**config.mk**
```make
export PLATFORM = sky130hd
export DESIGN_NAME = pipe_ctrl_flat
export DESIGN_NICKNAME = d
export VERILOG_FILES = /design/src/rtl/pipe_ctrl_pkg.sv /design/src/rtl/pipe_ctrl_if.sv /design/src/rtl/pipe_busy_timer.sv /design/src/rtl/pipe_ctrl.sv /design/src/flat_wrapper.sv
export SDC_FILE = /design/constraint.sdc
export NUM_CORES = 1
export LEC_CHECK = 0
export CAP_MARGIN = 20
export CORE_MARGIN = 2
export CORE_UTILIZATION = 29
export CTS_BUF_LIST = sky130_fd_sc_hd__clkbuf_8
export CTS_CLUSTER_DIAMETER = 120
export DETAILED_ROUTE_END_ITERATION = 6
export PLACE_DENSITY_LB_ADDON = 0.15
export SLEW_MARGIN = 20
export SYNTH_ARGS = -nofsm -noshare
export SYNTH_HDL_FRONTEND = slang
export SYNTH_SLANG_ARGS = --single-unit
export TNS_END_PERCENT = 10
```
**constraint.sdc**
```tcl
create_clock -name clk -period 1.59 [get_ports clk]
set_input_delay 0.318 -clock clk [delete_from_list [all_inputs] [get_ports clk]]
set_output_delay 0.318 -clock clk [all_outputs]
set_load 0.02 [all_outputs]
```
**src/rtl/pipe_ctrl_pkg.sv**
```systemverilog
// rtl/pipe_ctrl_pkg.sv - shared widths, stall masks, state encodings and timeout limit for pipe_ctrl
package pipe_ctrl_pkg;

  localparam int STALL_W    = 6;
  localparam int PC_W       = 32;
  localparam int BUSY_CNT_W = 6;

  // Saturating limit of the EX busy counter; reaching it raises busy_timeout.
  localparam logic [BUSY_CNT_W-1:0] BUSY_LIMIT = 6'd63;

  // Hold vector bits: 0 PC, 1 IF, 2 ID, 3 EX, 4 MEM, 5 WB.
  localparam logic [STALL_W-1:0] STALL_NONE = 6'b000000;
  localparam logic [STALL_W-1:0] STALL_ID   = 6'b000111;
  localparam logic [STALL_W-1:0] STALL_EX   = 6'b001111;

  typedef enum logic [1:0] {
    ST_RUN    = 2'd0,
    ST_EXBUSY = 2'd1,
    ST_FLUSH  = 2'd2
  } pipe_state_e;

endpackage

```
**src/rtl/pipe_ctrl_if.sv**
```systemverilog
// rtl/pipe_ctrl_if.sv - hazard request / pipeline control bundle between the pipeline and pipe_ctrl
// Requests : stallreq_id, stallreq_ex, ex_done, excp_req, excp_vec[31:0]
// Controls : stall[5:0], bubble_ex, flush, new_pc[31:0], busy_timeout
// master = pipeline side (raises requests), slave = pipe_ctrl (answers with controls)
interface pipe_ctrl_if;
  import pipe_ctrl_pkg::*;

  logic               stallreq_id;
  logic               stallreq_ex;
  logic               ex_done;
  logic               excp_req;
  logic [PC_W-1:0]    excp_vec;
  logic [STALL_W-1:0] stall;
  logic               bubble_ex;
  logic               flush;
  logic [PC_W-1:0]    new_pc;
  logic               busy_timeout;

  modport master (
    output stallreq_id, stallreq_ex, ex_done, excp_req, excp_vec,
    input  stall, bubble_ex, flush, new_pc, busy_timeout
  );

  modport slave (
    input  stallreq_id, stallreq_ex, ex_done, excp_req, excp_vec,
    output stall, bubble_ex, flush, new_pc, busy_timeout
  );

endinterface

```
**src/rtl/pipe_busy_timer.sv**
```systemverilog
// rtl/pipe_busy_timer.sv - cycle counter for time spent waiting on a multi-cycle EX operation
// clk, rst : clock, synchronous active-high reset
// clear    : force count to zero (held while not busy, so it restarts on each entry)
// enable   : advance count by one this cycle
// count    : cycles counted since the last clear
// expired  : count has reached BUSY_LIMIT
module pipe_busy_timer
  import pipe_ctrl_pkg::*;
(
  input  logic                  clk,
  input  logic                  rst,
  input  logic                  clear,
  input  logic                  enable,
  output logic [BUSY_CNT_W-1:0] count,
  output logic                  expired
);

  always_ff @(posedge clk) begin
    if (rst || clear) begin
      count <= '0;
    end else if (enable) begin
      count <= count + 1'b1;
    end
  end

  assign expired = (count == BUSY_LIMIT);

endmodule

```
**src/rtl/pipe_ctrl.sv**
```systemverilog
// rtl/pipe_ctrl.sv - pipeline hazard / exception controller (RUN, EXBUSY, FLUSH)
// clk, rst : clock, synchronous active-high reset
// pif      : pipe_ctrl_if.slave; requests in, stall/bubble_ex/flush/new_pc/busy_timeout out
// stall, bubble_ex and flush are combinational from the current state and inputs;
// new_pc and busy_timeout are registered.
module pipe_ctrl
  import pipe_ctrl_pkg::*;
(
  input  logic        clk,
  input  logic        rst,
  pipe_ctrl_if.slave  pif
);

  pipe_state_e           state_q;
  pipe_state_e           state_d;
  logic [STALL_W-1:0]    stall_c;
  logic                  bubble_c;
  logic                  flush_c;
  logic [PC_W-1:0]       new_pc_q;
  logic                  timeout_q;
  logic [BUSY_CNT_W-1:0] busy_cnt;
  logic                  busy_expired;
  logic                  in_exbusy;

  assign in_exbusy = (state_q == ST_EXBUSY);

  // Clearing whenever we are not busy means the count starts from zero on every
  // entry; enable stops at the limit so the counter saturates instead of wrapping.
  pipe_busy_timer u_busy_timer (
    .clk     (clk),
    .rst     (rst),
    .clear   (!in_exbusy),
    .enable  (in_exbusy && (busy_cnt != BUSY_LIMIT)),
    .count   (busy_cnt),
    .expired (busy_expired)
  );

  always_ff @(posedge clk) begin
    if (rst) begin
      state_q <= ST_RUN;
    end else begin
      state_q <= state_d;
    end
  end

  always_comb begin
    state_d  = state_q;
    stall_c  = STALL_NONE;
    bubble_c = 1'b0;
    flush_c  = 1'b0;

    case (state_q)
      ST_RUN: begin
        // EX start outranks the load-use hazard; ex_done is meaningless here.
        if (pif.stallreq_ex) begin
          stall_c = STALL_EX;
          state_d = ST_EXBUSY;
        end else if (pif.stallreq_id) begin
          stall_c  = STALL_ID;
          bubble_c = 1'b1;
        end
      end
      ST_EXBUSY: begin
        if (pif.ex_done) begin
          state_d = ST_RUN;
        end else begin
          stall_c = STALL_EX;
        end
      end
      ST_FLUSH: begin
        flush_c = 1'b1;
        state_d = ST_RUN;
      end
      default: begin
        state_d = ST_RUN;
      end
    endcase

    // An exception only changes where we go next; this cycle keeps the
    // outputs of the state being left.
    if (pif.excp_req) begin
      state_d = ST_FLUSH;
    end

    // Reset aborts everything, including a pending flush pulse.
    if (rst) begin
      state_d  = ST_RUN;
      stall_c  = STALL_NONE;
      bubble_c = 1'b0;
      flush_c  = 1'b0;
    end
  end

  always_ff @(posedge clk) begin
    if (rst) begin
      new_pc_q <= '0;
    end else if (pif.excp_req) begin
      new_pc_q <= pif.excp_vec;
    end
  end

  always_ff @(posedge clk) begin
    if (rst) begin
      timeout_q <= 1'b0;
    end else if (in_exbusy && busy_expired && !pif.ex_done) begin
      timeout_q <= 1'b1;
    end
  end

  assign pif.stall        = stall_c;
  assign pif.bubble_ex    = bubble_c;
  assign pif.flush        = flush_c;
  assign pif.new_pc       = new_pc_q;
  assign pif.busy_timeout = timeout_q;

endmodule

```
**src/flat_wrapper.sv**
```systemverilog
// flat-port wrapper written by rule: the top's interface ports become plain ports
module pipe_ctrl_flat import pipe_ctrl_pkg::*;
  (clk, rst, pif_stallreq_id, pif_stallreq_ex, pif_ex_done, pif_excp_req, pif_excp_vec, pif_stall, pif_bubble_ex, pif_flush, pif_new_pc, pif_busy_timeout);
  pipe_ctrl_if pif_i ();
  input  logic clk;
  input  logic rst;
  input wire logic [$bits(pif_i.stallreq_id)-1:0] pif_stallreq_id;
  input wire logic [$bits(pif_i.stallreq_ex)-1:0] pif_stallreq_ex;
  input wire logic [$bits(pif_i.ex_done)-1:0] pif_ex_done;
  input wire logic [$bits(pif_i.excp_req)-1:0] pif_excp_req;
  input wire logic [$bits(pif_i.excp_vec)-1:0] pif_excp_vec;
  output wire logic [$bits(pif_i.stall)-1:0] pif_stall;
  output wire logic [$bits(pif_i.bubble_ex)-1:0] pif_bubble_ex;
  output wire logic [$bits(pif_i.flush)-1:0] pif_flush;
  output wire logic [$bits(pif_i.new_pc)-1:0] pif_new_pc;
  output wire logic [$bits(pif_i.busy_timeout)-1:0] pif_busy_timeout;
  assign pif_i.stallreq_id = pif_stallreq_id;
  assign pif_i.stallreq_ex = pif_stallreq_ex;
  assign pif_i.ex_done = pif_ex_done;
  assign pif_i.excp_req = pif_excp_req;
  assign pif_i.excp_vec = pif_excp_vec;
  assign pif_stall = pif_i.stall;
  assign pif_bubble_ex = pif_i.bubble_ex;
  assign pif_flush = pif_i.flush;
  assign pif_new_pc = pif_i.new_pc;
  assign pif_busy_timeout = pif_i.busy_timeout;
  pipe_ctrl u_core (.clk(clk), .rst(rst), .pif(pif_i));
endmodule
```
* Yosys cells after proc, flatten, opt, wreduce, memory -nomap -nowiden
Cells that the tools add are included.
W data, S select, Z words.
** Storage, ports and cells
- Register bits after elaboration :: 41
- Bits of input ports :: 38
** Operators by class
- Add/sub/neg operators :: 1
- Equal/unequal tests :: 8
- Muxes and demuxes :: 15
- Reductions and logical operators :: 10
** Operator list (count)
- $mux W6 :: 2
- $pmux W6 S2 :: 1
- $add A6 B1 Y6 const B :: 1
- $eq A6 B6 Y1 const B :: 1
- $mux W1 :: 6
- $mux W2 :: 3
- $ne A3 B3 Y1 const B :: 2
- $ne A6 B6 Y1 const B :: 1
- $mux W4 :: 1
- $ne A2 B2 Y1 const B :: 2
- $pmux W2 S2 :: 1
- $reduce_and A2 Y1 :: 2
- $logic_and A1 B1 Y1 :: 3
- $mux W3 :: 1
- $eq A2 B1 Y1 const B :: 1
- $eq A2 B2 Y1 const B :: 1
- $logic_not A1 Y1 :: 2
- $logic_not A2 Y1 :: 1
- $reduce_or A2 Y1 :: 1
- $logic_or A1 B1 Y1 :: 1

* Logic depth before layout (Yosys ltp)
Gate-level depths: netlist (run 1).
- Word-level depth :: 4
- Depth in mapped cells :: 5
- Depth with buffers taken out :: 4

* Cells and area by module
A second synthesis (run 1) with hierarchy kept.
** Second synthesis, totals
- Cells, all modules :: 158
- Area, all modules :: 1591.5 um2
** Modules (own cells, without submodules)
- pipe_ctrl :: times used 1, cells an instance 129, area each 1330.0 um2
- pipe_busy_timer :: times used 1, cells an instance 29, area each 261.5 um2

* Worst setup path before layout (run 1)
No wires, ideal clock.
- Kind :: in2out
- Start :: in rst
- End :: out pif_stall[1]
- Data arrival time :: 1.115 ns
- Data required time :: 1.272 ns
- Path slack :: 0.157 ns
- Stages :: 5
- Path buffers :: 2
- Path through :: buf_6 > nor2_1 > o211ai_1 > nand2_1 > buf_4
** Between the ends
- Cells in the longest elaborated chain, start to end :: 1
** RTL lines
- start, declared :: RTL line flat_wrapper.sv:6 : input logic rst;
- $mux W6 :: RTL line pipe_ctrl.sv:86 : if (rst) begin
- end, declared :: RTL line flat_wrapper.sv:12 : output wire logic [$bits(pif_i.stall)-1:0] pif_stall;
No other way between the ends.

* Worst setup path in the final report (run 1)
- Start :: reg u_core.state_q[0]
- End :: out pif_stall[0]
** Between the ends
- Cells in the longest elaborated chain, start to end :: 3
** RTL lines
- start, declared :: RTL line pipe_ctrl.sv:14 : pipe_state_e state_q;
- start signal, assigned :: RTL line pipe_ctrl.sv:42 : state_q <= state_d;
- $eq A2 B1 Y1 or $logic_not A2 Y1 (tied branches) :: RTL line pipe_ctrl.sv:52 : case (state_q)
- $pmux W6 S2 (*) :: RTL line pipe_ctrl.sv:52
- $mux W6 (*) :: RTL line pipe_ctrl.sv:86
Every way passes the cells marked *; elsewhere a longest branch is shown, timed or not.

==> results of run 1 <==
## registers in the layout, indices dropped and copies added (netlist names)
name                       count
u_core.state_q                 2
u_core.u_busy_timer.count      6
u_core.pif.new_pc             32
u_core.pif.busy_timeout        1
## critical path, cell delays in order, from the launching register on
cell      delay, ns
dfxtp_2        0.35
o211ai_1       0.27
nand2_1        0.18
buf_6          0.17
## repair_timing
item,CTS,global route
gates resized for setup,29,35
setup buffers,1,2
endpoints found under the setup margin,7,33
pin swaps,2,3
## cell families (layout without fill, tap and decap cells)
logic type                 after synthesis  count (layout)
other                                    1               3
DFF                                     41              41
adders and majority gates                1               1
buffers and inverters                   14              94
AOI/OAI and AO/OA                       13              13
and+or+nand+nor                         53              53
muxes                                   32              32
## where the power goes
group | switching, mW | internal [mW] | leakage (nW)
Sequential | 0.0246 | 1.08 | 0.338
Clock | 0.334 | 0.456 | 0.0540
Combinational | 0.189 | 0.232 | 1.09
Total | 0.547 | 1.77 | 1.48
## cell usage in the layout (no fill, tap or decap), types with 2 or more instances in the layout
cell type        instances
nor3b_1                  2
buf_4                   10
nor2_1                  36
clkbuf_8                 5
buf_2                    2
mux2i_1                 32
dfxtp_1                 40
nor3_1                   2
clkdlybuf4s50_1         40
conb_1                   2
and4_4                   2
buf_6                    3
inv_1                    2
dlymetal6s2s_1          28
a31oi_1                  4
o21ai_0                  3
nand2_1                  5
## layer usage
layer,part of all wire,vias up,global-route usage
li1,-,686,-
met1,0.42,594,0.1434
met2,0.50,37,0.2112
met3,0.069,4,0.05930
met4,0.0090,0,0.04286
met5,0,-,0
## how the worst min path moves through the flow
stage / slack [ns] / from / endpoint / cells after the start
floorplan: 0.47 / pif_excp_vec[26] / u_core.pif.new_pc[26] / 2
global placement: 0.47 / u_core.pif.new_pc[28] / u_core.pif.new_pc[28] / 2
detailed placement: 0.48 / u_core.pif.new_pc[31] / u_core.pif.new_pc[31] / 2
CTS: 0.48 / pif_excp_req / u_core.state_q[0] / 3
global route: 0.50 / pif_excp_req / u_core.state_q[0] / 3
finish: 0.49 / u_core.pif.busy_timeout / u_core.pif.busy_timeout / 2
## area by class of cell
cell class | instances | area [sq um] | share of cell area
multi-input combinational | 101 | 673.1 | 0.2594
clock inverter | 2 | 35.03 | 0.01350
inverter | 2 | 7.507 | 0.002893
clock buffer | 5 | 68.82 | 0.02652
timing repair buffer | 85 | 898.4 | 0.3462
tap | 70 | 87.58 | 0.03375
antenna | 1 | 2.502 | 0.0009643
sequential | 41 | 822.0 | 0.3168
==> flow_summary.ini, run 1 <==
[status]
run_status = finished clean

[global_routing]
grt.total_usage = 0.1273
grt_pass1_vias = 1316
grt-ovfl-total = 0
grt_pass1_wl_um = 6072
grt_max_degree = 36
antenna_found_initial = 1

[critical_path]
worstSetupStartpointType = register
reg2reg_from = u_core.u_busy_timer.count[0]
path_max_fanout = 6
rr_endpoint = u_core.u_busy_timer.count[0]
r2r_slack_ns = 0.36
critPathCaptureType = primary output
startpoint = u_core.state_q[0]
critPathCapture = pif_stall[0]
reg2reg_depth = 4
crit_arrival_ns = 1.24
critical_path_class = register to primary output
critPathRequiredTime_ns = 1.27

[cells_and_area]
n_fill_cell = 480
fin_util = 0.5017
fin_cells = 307
final_area_sq_um = 2595
nNetsFinal = 275
area_delta_synth_final_pct = 64.47
drive_above_1_share = 0.1229

[power]
peakVddDrop_uv = 435.8
power_density_nw_per_um2 = 891.3
totalPowerFinal_mw = 2.313
leakage_nw = 1.481

[clock_network]
cts_hold_buffers = 0
clockBufferDepth = 2
cts-htree-levels = 2
clock_latency_ns = 0.28
cts-root-buf = clkbuf_8
clk_pin_slew_worst_paths_ns = 0.07
cts_tree = done
cts_made_buffers = 5
clock_sinks = 41

[floorplanning]
die_x_um = 77.76
dieArea_sq_um = 6047
io_pins = 79
start_util = 0.3050
num_rows = 26
die-height_um = 77.76
coreArea_sq_um = 5172

[timing]
final-setup-viol-count = 0
fin_ws_ns = 0.02710
hold_viol_final = 0
fin_tns_setup_ns = 0
fmax_mhz = 639.8
fin_crit_sh = 0.9830
whs_ns = 0.4893
rsz0062_at_grt = true
finalMaxSlewViolations = 0
skew_ns = 0.001106
fin_crit_ns = 1.563

[place]
dpl_cell_area_sq_um = 2400
dp.cells = 296
port_buffers = 76
pre_cts_slack_ns = -0.5888
dp.final_hpwl_um = 2558
gp_congestion = 0.6944

[routing]
wire_per_inst_um = 12.24
drt-total-wl_um = 3757
dr.pass1.iters = 3
ant_nets = 0
viasPerCell = 4.303
drc = 0
vias = 1321
drtIter0Drc = 52

[logic_synthesis]
synth_seq_cells = 41
synthFlopType = dfxtp_1
synth.most_common_cell = dfxtp_1
ys_types = 26
synth_common_cells = dfxtp_1 (41), nor2_1 (37), mux2i_1 (32)
ys_warn_count = 0
synth_top_cell_by_area = dfxtp_1
synth-simple-area-share = 0.1531
syn_avg_cell_area_sq_um = 10.18
synthTopCellsByArea = dfxtp_1 (52%), mux2i_1 (20%), nor2_1 (8.8%)
synthAdderAreaFrac = 0.007930
synthCells = 155
synthArstFlopShare = 0
synthXorXnorAreaFrac = 0
muxShareOfSynthArea = 0.2030
synth_edf_count = 0
synth_compound_area_frac = 0.05630
synth_top_family_by_area = multiplexers
seq_area_frac_synth = 0.5202
yosys.area.top_type_share = 0.5202
syn_area_sq_um = 1578

[worst_hold_path]
hold_path.class = register to register

[run]
drv_cap = 0
Power figures use the tool's default switching activity.
==> run 2: changes to the inputs <==
--- a/config.mk
+++ b/config.mk
@@ -15,5 +15,6 @@
 export SLEW_MARGIN = 20
 export SYNTH_ARGS = -nofsm -noshare
 export SYNTH_HDL_FRONTEND = slang
+export SYNTH_HIERARCHICAL = 1
 export SYNTH_SLANG_ARGS = --single-unit
 export TNS_END_PERCENT = 10
==> run 2 against run 1 <==
The flow now finishes with violations (setup timing). Sequential cell count did not move. Combinational power rose by 4%. Register-to-register slack got worse by 0.33 ns. Fmax fell by 8.2%. Worst setup slack got worse by 0.14 ns. Clock power rose by 7.5%. Critical endpoint is now pif_bubble_ex. Largest cell class unchanged.
==> flow_summary.ini, run 2 <==
[place]
pre_cts_slack_ns = -0.6798
gp_congestion = 0.7935
dp.cells = 302
dp.final_hpwl_um = 2621
port_buffers = 76
dpl_cell_area_sq_um = 2445

[timing]
fin_crit_ns = 1.702
skew_ns = 0.003921
whs_ns = 0.4391
finalMaxSlewViolations = 0
final-setup-viol-count = 4
fin_crit_sh = 1.071
hold_viol_final = 0
fin_ws_ns = -0.1123
fmax_mhz = 587.4
rsz0062_at_grt = true

[power]
leakage_nw = 1.552
power_density_nw_per_um2 = 883.8
peakVddDrop_uv = 444.6

[logic_synthesis]
synth_edf_count = 0
synthCells = 158
synthArstFlopShare = 0
seq_area_frac_synth = 0.5157
synthFlopType = dfxtp_1
ys_types = 28
synth_top_cell_by_area = dfxtp_1
synth_seq_cells = 41
synth.most_common_cell = nor2_1
syn_avg_cell_area_sq_um = 10.07
syn_area_sq_um = 1592
yosys.area.top_type_share = 0.5157
synth_common_cells = nor2_1 (42), dfxtp_1 (41), mux2i_1 (33)
ys_warn_count = 6
synthTopCellsByArea = dfxtp_1 (52%), mux2i_1 (21%), nor2_1 (9.9%)

[cells_and_area]
diodes = 0
final_area_sq_um = 2701
largest_register_ffs = 32
drive_above_1_share = 0.1639
mostFrequentLayoutCells = nor2_1 (42), clkdlybuf4s50_1 (39), dfxtp_1 (39)
n_fill_cell = 495
fin_util = 0.5190
nNetsFinal = 282
area_delta_synth_final_pct = 69.73
mostFrequentLayoutCell = nor2_1
fin_cells = 314

[routing]
drtIter0Drc = 43
drc = 0
wire_per_inst_um = 12.13
vias = 1345
dr.pass1.iters = 4
drt-total-wl_um = 3810
ant_nets = 0
viasPerCell = 4.283

[global_routing]
grt.total_usage = 0.1262
antenna_found_initial = 0
grt-ovfl-total = 0
grt_pass1_wl_um = 6085
grt_pass1_vias = 1362
grt_max_degree = 22

[floorplanning]
io_pins = 79
start_util = 0.3058
coreArea_sq_um = 5205
dieArea_sq_um = 6096
num_rows = 26
die-height_um = 78.08
die_x_um = 78.08

[clock_network]
clk_pin_slew_worst_paths_ns = 0.08
cts_made_buffers = 5
clockBufferDepth = 2
cts_tree = done
cts-root-buf = clkbuf_8
clock_latency_ns = 0.29
cts-htree-levels = 2
clock_sinks = 41

[critical_path]
critPathCaptureType = primary output
critPathRequiredTime_ns = 1.27
worstSetupStartpointType = register
critical_path_class = register to primary output
path_max_fanout = 2
crit_arrival_ns = 1.38

[worst_hold_path]
hold_path.class = primary input to register

[status]
run_status = complete, but fails checks
violations = setup timing

[run]
drv_cap = 0
## run 2: cell count changes in the layout (fill, tap and decap cells not counted), sizes merged, moves of 2 or more
cell,delta
nor2,+6
buf,+5
a31oi,-3
xor2,+3
a211oi,-2
nor2b,+2
nor3,-2
## run 2: where the power goes
group / leakage, nW / switching [mW] / internal [mW]
sequential: 0.338 / 0.0224 / 1.08
combinational: 1.15 / 0.196 / 0.243
clock: 0.0626 / 0.344 / 0.505
## run 2: logic make-up after synthesis
group	synth area share
AND/OR/NAND/NOR	0.1761
flip-flops	0.5157
multiplexers	0.2075
buffers and inverters	0.05502
AO/OA/AOI/OAI	0.01336
XOR/XNOR	0.02202
adder cells (fa/ha/maj)	0.007860
other	0.002356
## run 2: per-layer routing
metal  up-vias  wire (um)  track usage
li1        681          -            -
met1       603       1698       0.1470
met5         -          0            0
met2        55       1713       0.2052
met3         6        338      0.05172
met4         0         60      0.05263
## run 2: worst max-delay path, cell delays in order, from the launching register on
cell and delay (ns):
dfxtp_2 0.33, or4b_4 0.55, nor2_4 0.10, buf_6 0.12
## run 2: metrics by stage
stage	setup TNS (ns)	total power, mW
global route	-0.6529	2.514
floorplan	-0.03106	1.332
detailed placement	-4.718	1.557
finish	-0.4461	2.387
CTS	-0.5718	2.442
global placement	-4.674	1.556
## run 2: timing repair
item / 4_1_cts / 5_1_grt
gates resized for setup: 40 / 37
hold buffers: 0 / 0
pin swaps: 3 / 4
buffers inserted: 4 / 0
setup endpoints to repair: 6 / 34
endpoints found under the hold margin: 0 / 0
## run 2: path summary, 6_finish.rpt
check | startpoint | slack (ns) | end | cells after the start
max | u_core/state_q[1] | -0.11 | pif_bubble_ex | 3
min | pif_ex_done | 0.44 | u_core/pif.busy_timeout | 4
max reg2reg | u_core/state_q[1] | 0.03 | u_core/u_busy_timer/count[5] | 6
min reg2reg | u_core/pif.new_pc[19] | 0.49 | u_core/pif.new_pc[19] | 2
## run 2: final cells by class
type	instances	area, sq um	share of cell area
sequential	41	823.3	0.3048
inverter	1	3.754	0.001390
clock buffer	6	82.58	0.03057
multi-input combinational	104	723.2	0.2677
clock inverter	2	33.78	0.01251
tap	70	87.58	0.03242
timing repair buffer	90	947.2	0.3506
==> run 3: changes to the inputs <==
--- a/config.mk
+++ b/config.mk
@@ -17,4 +17,4 @@
 export SYNTH_HDL_FRONTEND = slang
 export SYNTH_HIERARCHICAL = 1
 export SYNTH_SLANG_ARGS = --single-unit
-export TNS_END_PERCENT = 10
+export TNS_END_PERCENT = 100
==> run 3 against run 2 <==
The flow still finishes with violations (setup timing). Worst setup slack got worse by 0.016 ns. Critical path type unchanged. Clock-buffer cell count increased by 1. Final cell count unchanged. First-iteration DRC count decreased by 14%. Power decreased by 5.0%. Non-clock buffer count unchanged. Design area decreased by 2.6%. Global-route usage decreased by 1.4 points.
==> flow_summary.ini, run 3 (same netlist as run 2, synthesis figures left out) <==
[status]
run_status = complete, but fails checks
violations = setup timing

[critical_path]
critPathRequiredTime_ns = 1.27
crit_arrival_ns = 1.40
worstSetupStartpointType = register
reg2reg_depth = 7
critical_path_class = register to primary output
critPathCaptureType = primary output
path_max_fanout = 3

[run]
drv_cap = 0

[timing]
fin_tns_setup_ns = -0.5116
fin_crit_sh = 1.081
skew_ns = 0.002261
rsz0062_at_grt = true
fmax_mhz = 581.8
fin_crit_ns = 1.719
hold_viol_final = 0
fin_ws_ns = -0.1288
finalMaxSlewViolations = 0
final-setup-viol-count = 4

[place]
pre_cts_slack_ns = -0.7386
dp.final_hpwl_um = 2479
gp_congestion = 0.7298
dp.cells = 304
dpl_cell_area_sq_um = 2466
port_buffers = 76

[floorplanning]
coreArea_sq_um = 5205
dieArea_sq_um = 6096
start_util = 0.3058
die_x_um = 78.08
num_rows = 26
die-height_um = 78.08
io_pins = 79

[global_routing]
grt.total_usage = 0.1120
grt_pass1_vias = 1214
antenna_found_initial = 0
grt_pass1_wl_um = 5492
grt-ovfl-total = 0
grt_max_degree = 35

[cells_and_area]
drive_above_1_share = 0.1639
diodes = 0
n_fill_cell = 504
final_area_sq_um = 2630
nNetsFinal = 282
area_delta_synth_final_pct = 65.25
largest_register_ffs = 32
mostFrequentLayoutCell = clkdlybuf4s50_1
mostFrequentLayoutCells = clkdlybuf4s50_1 (57), nor2_1 (42), dfxtp_1 (39)
fin_cells = 314

[clock_network]
cts-root-buf = clkbuf_8
cts_hold_buffers = 0
clockBufferDepth = 2
cts_made_buffers = 5
cts_tree = done
clock_sinks = 41
clock_latency_ns = 0.28
cts-htree-levels = 2
clk_pin_slew_worst_paths_ns = 0.08

[routing]
drt-total-wl_um = 3539
wl_met3_um = 356
dr.pass1.iters = 4
vias = 1304
drtIter0Drc = 37
wire_per_inst_um = 11.27
ant_nets = 0
met2_length_um = 1457
viasPerCell = 4.153
routed.top_layer = met4
wl_met1_um = 1685
drc = 0

[power]
peakVddDrop_uv = 430.5
totalPowerFinal_mw = 2.267
power_density_nw_per_um2 = 862.1
leakage_nw = 1.267

[worst_hold_path]
hold_path.class = register to register
whs_path_depth = 2
[run 3: changes by cell type in the layout (fill, tap and decap cells not counted), moves of 2 or more]
cell / change
buf_4: +3
buf_6: -2
clkdlybuf4s50_1: +18
dlymetal6s2s_1: -18
[run 3: power breakdown]
| part | switching (mW) | total (mW) | internal [mW] |
|---|---|---|---|
| Clock | 0.337 | 0.729 | 0.392 |
| Combinational | 0.193 | 0.439 | 0.246 |
| Sequential | 0.0226 | 1.10 | 1.08 |
[run 3: cell type report]
cell class	instances	area (sq um)	share of cell area
multi-input combinational	104	716.9	0.2726
sequential	41	823.3	0.3130
timing repair buffer	90	897.1	0.3411
clock inverter	1	5.005	0.001903
inverter	1	3.754	0.001427
tap	70	87.58	0.03330
clock buffer	7	96.34	0.03663
[run 3: worst max-delay path: stages (launching register included)]
cell and delay (ns):
dfxtp_2 0.33, or4b_4 0.57, nand2_4 0.10, buf_6 0.12
[run 3: per-layer routing]
layer / vias to the layer above / track usage
met2: 62 / 0.1716
met4: 0 / 0.03684
met3: 5 / 0.04483
met1: 558 / 0.1440
li1: 679 / -
met5: - / 0
[run 3: what timing repair did]
item                       CTS  global route
buffers inserted             1             1
pin swaps                    3             5
gates resized for setup     41            14
setup endpoints to repair    6            17
cloned                       0             0
[run 3: through the flow]
stage | hold slack [ns] | util
3_5_place_dp | 0.4704 | 0.4738
4_1_cts | 0.4847 | 0.4971
3_3_place_gp | 0.4551 | 0.4738
2_1_floorplan | 0.4652 | -
6_report | 0.4747 | 0.5053
5_1_grt | 0.5021 | 0.5053
[run 3: worst paths after layout]
path / from / slack (ns) / endpoint
worst max-delay path: u_core/state_q[1] / -0.13 / pif_stall[1]
worst min register to register: u_core/pif.busy_timeout / 0.47 / u_core/pif.busy_timeout
worst min-delay path: u_core/pif.busy_timeout / 0.47 / u_core/pif.busy_timeout
worst max register to register: u_core/state_q[0] / 0.09 / u_core/u_busy_timer/count[5]
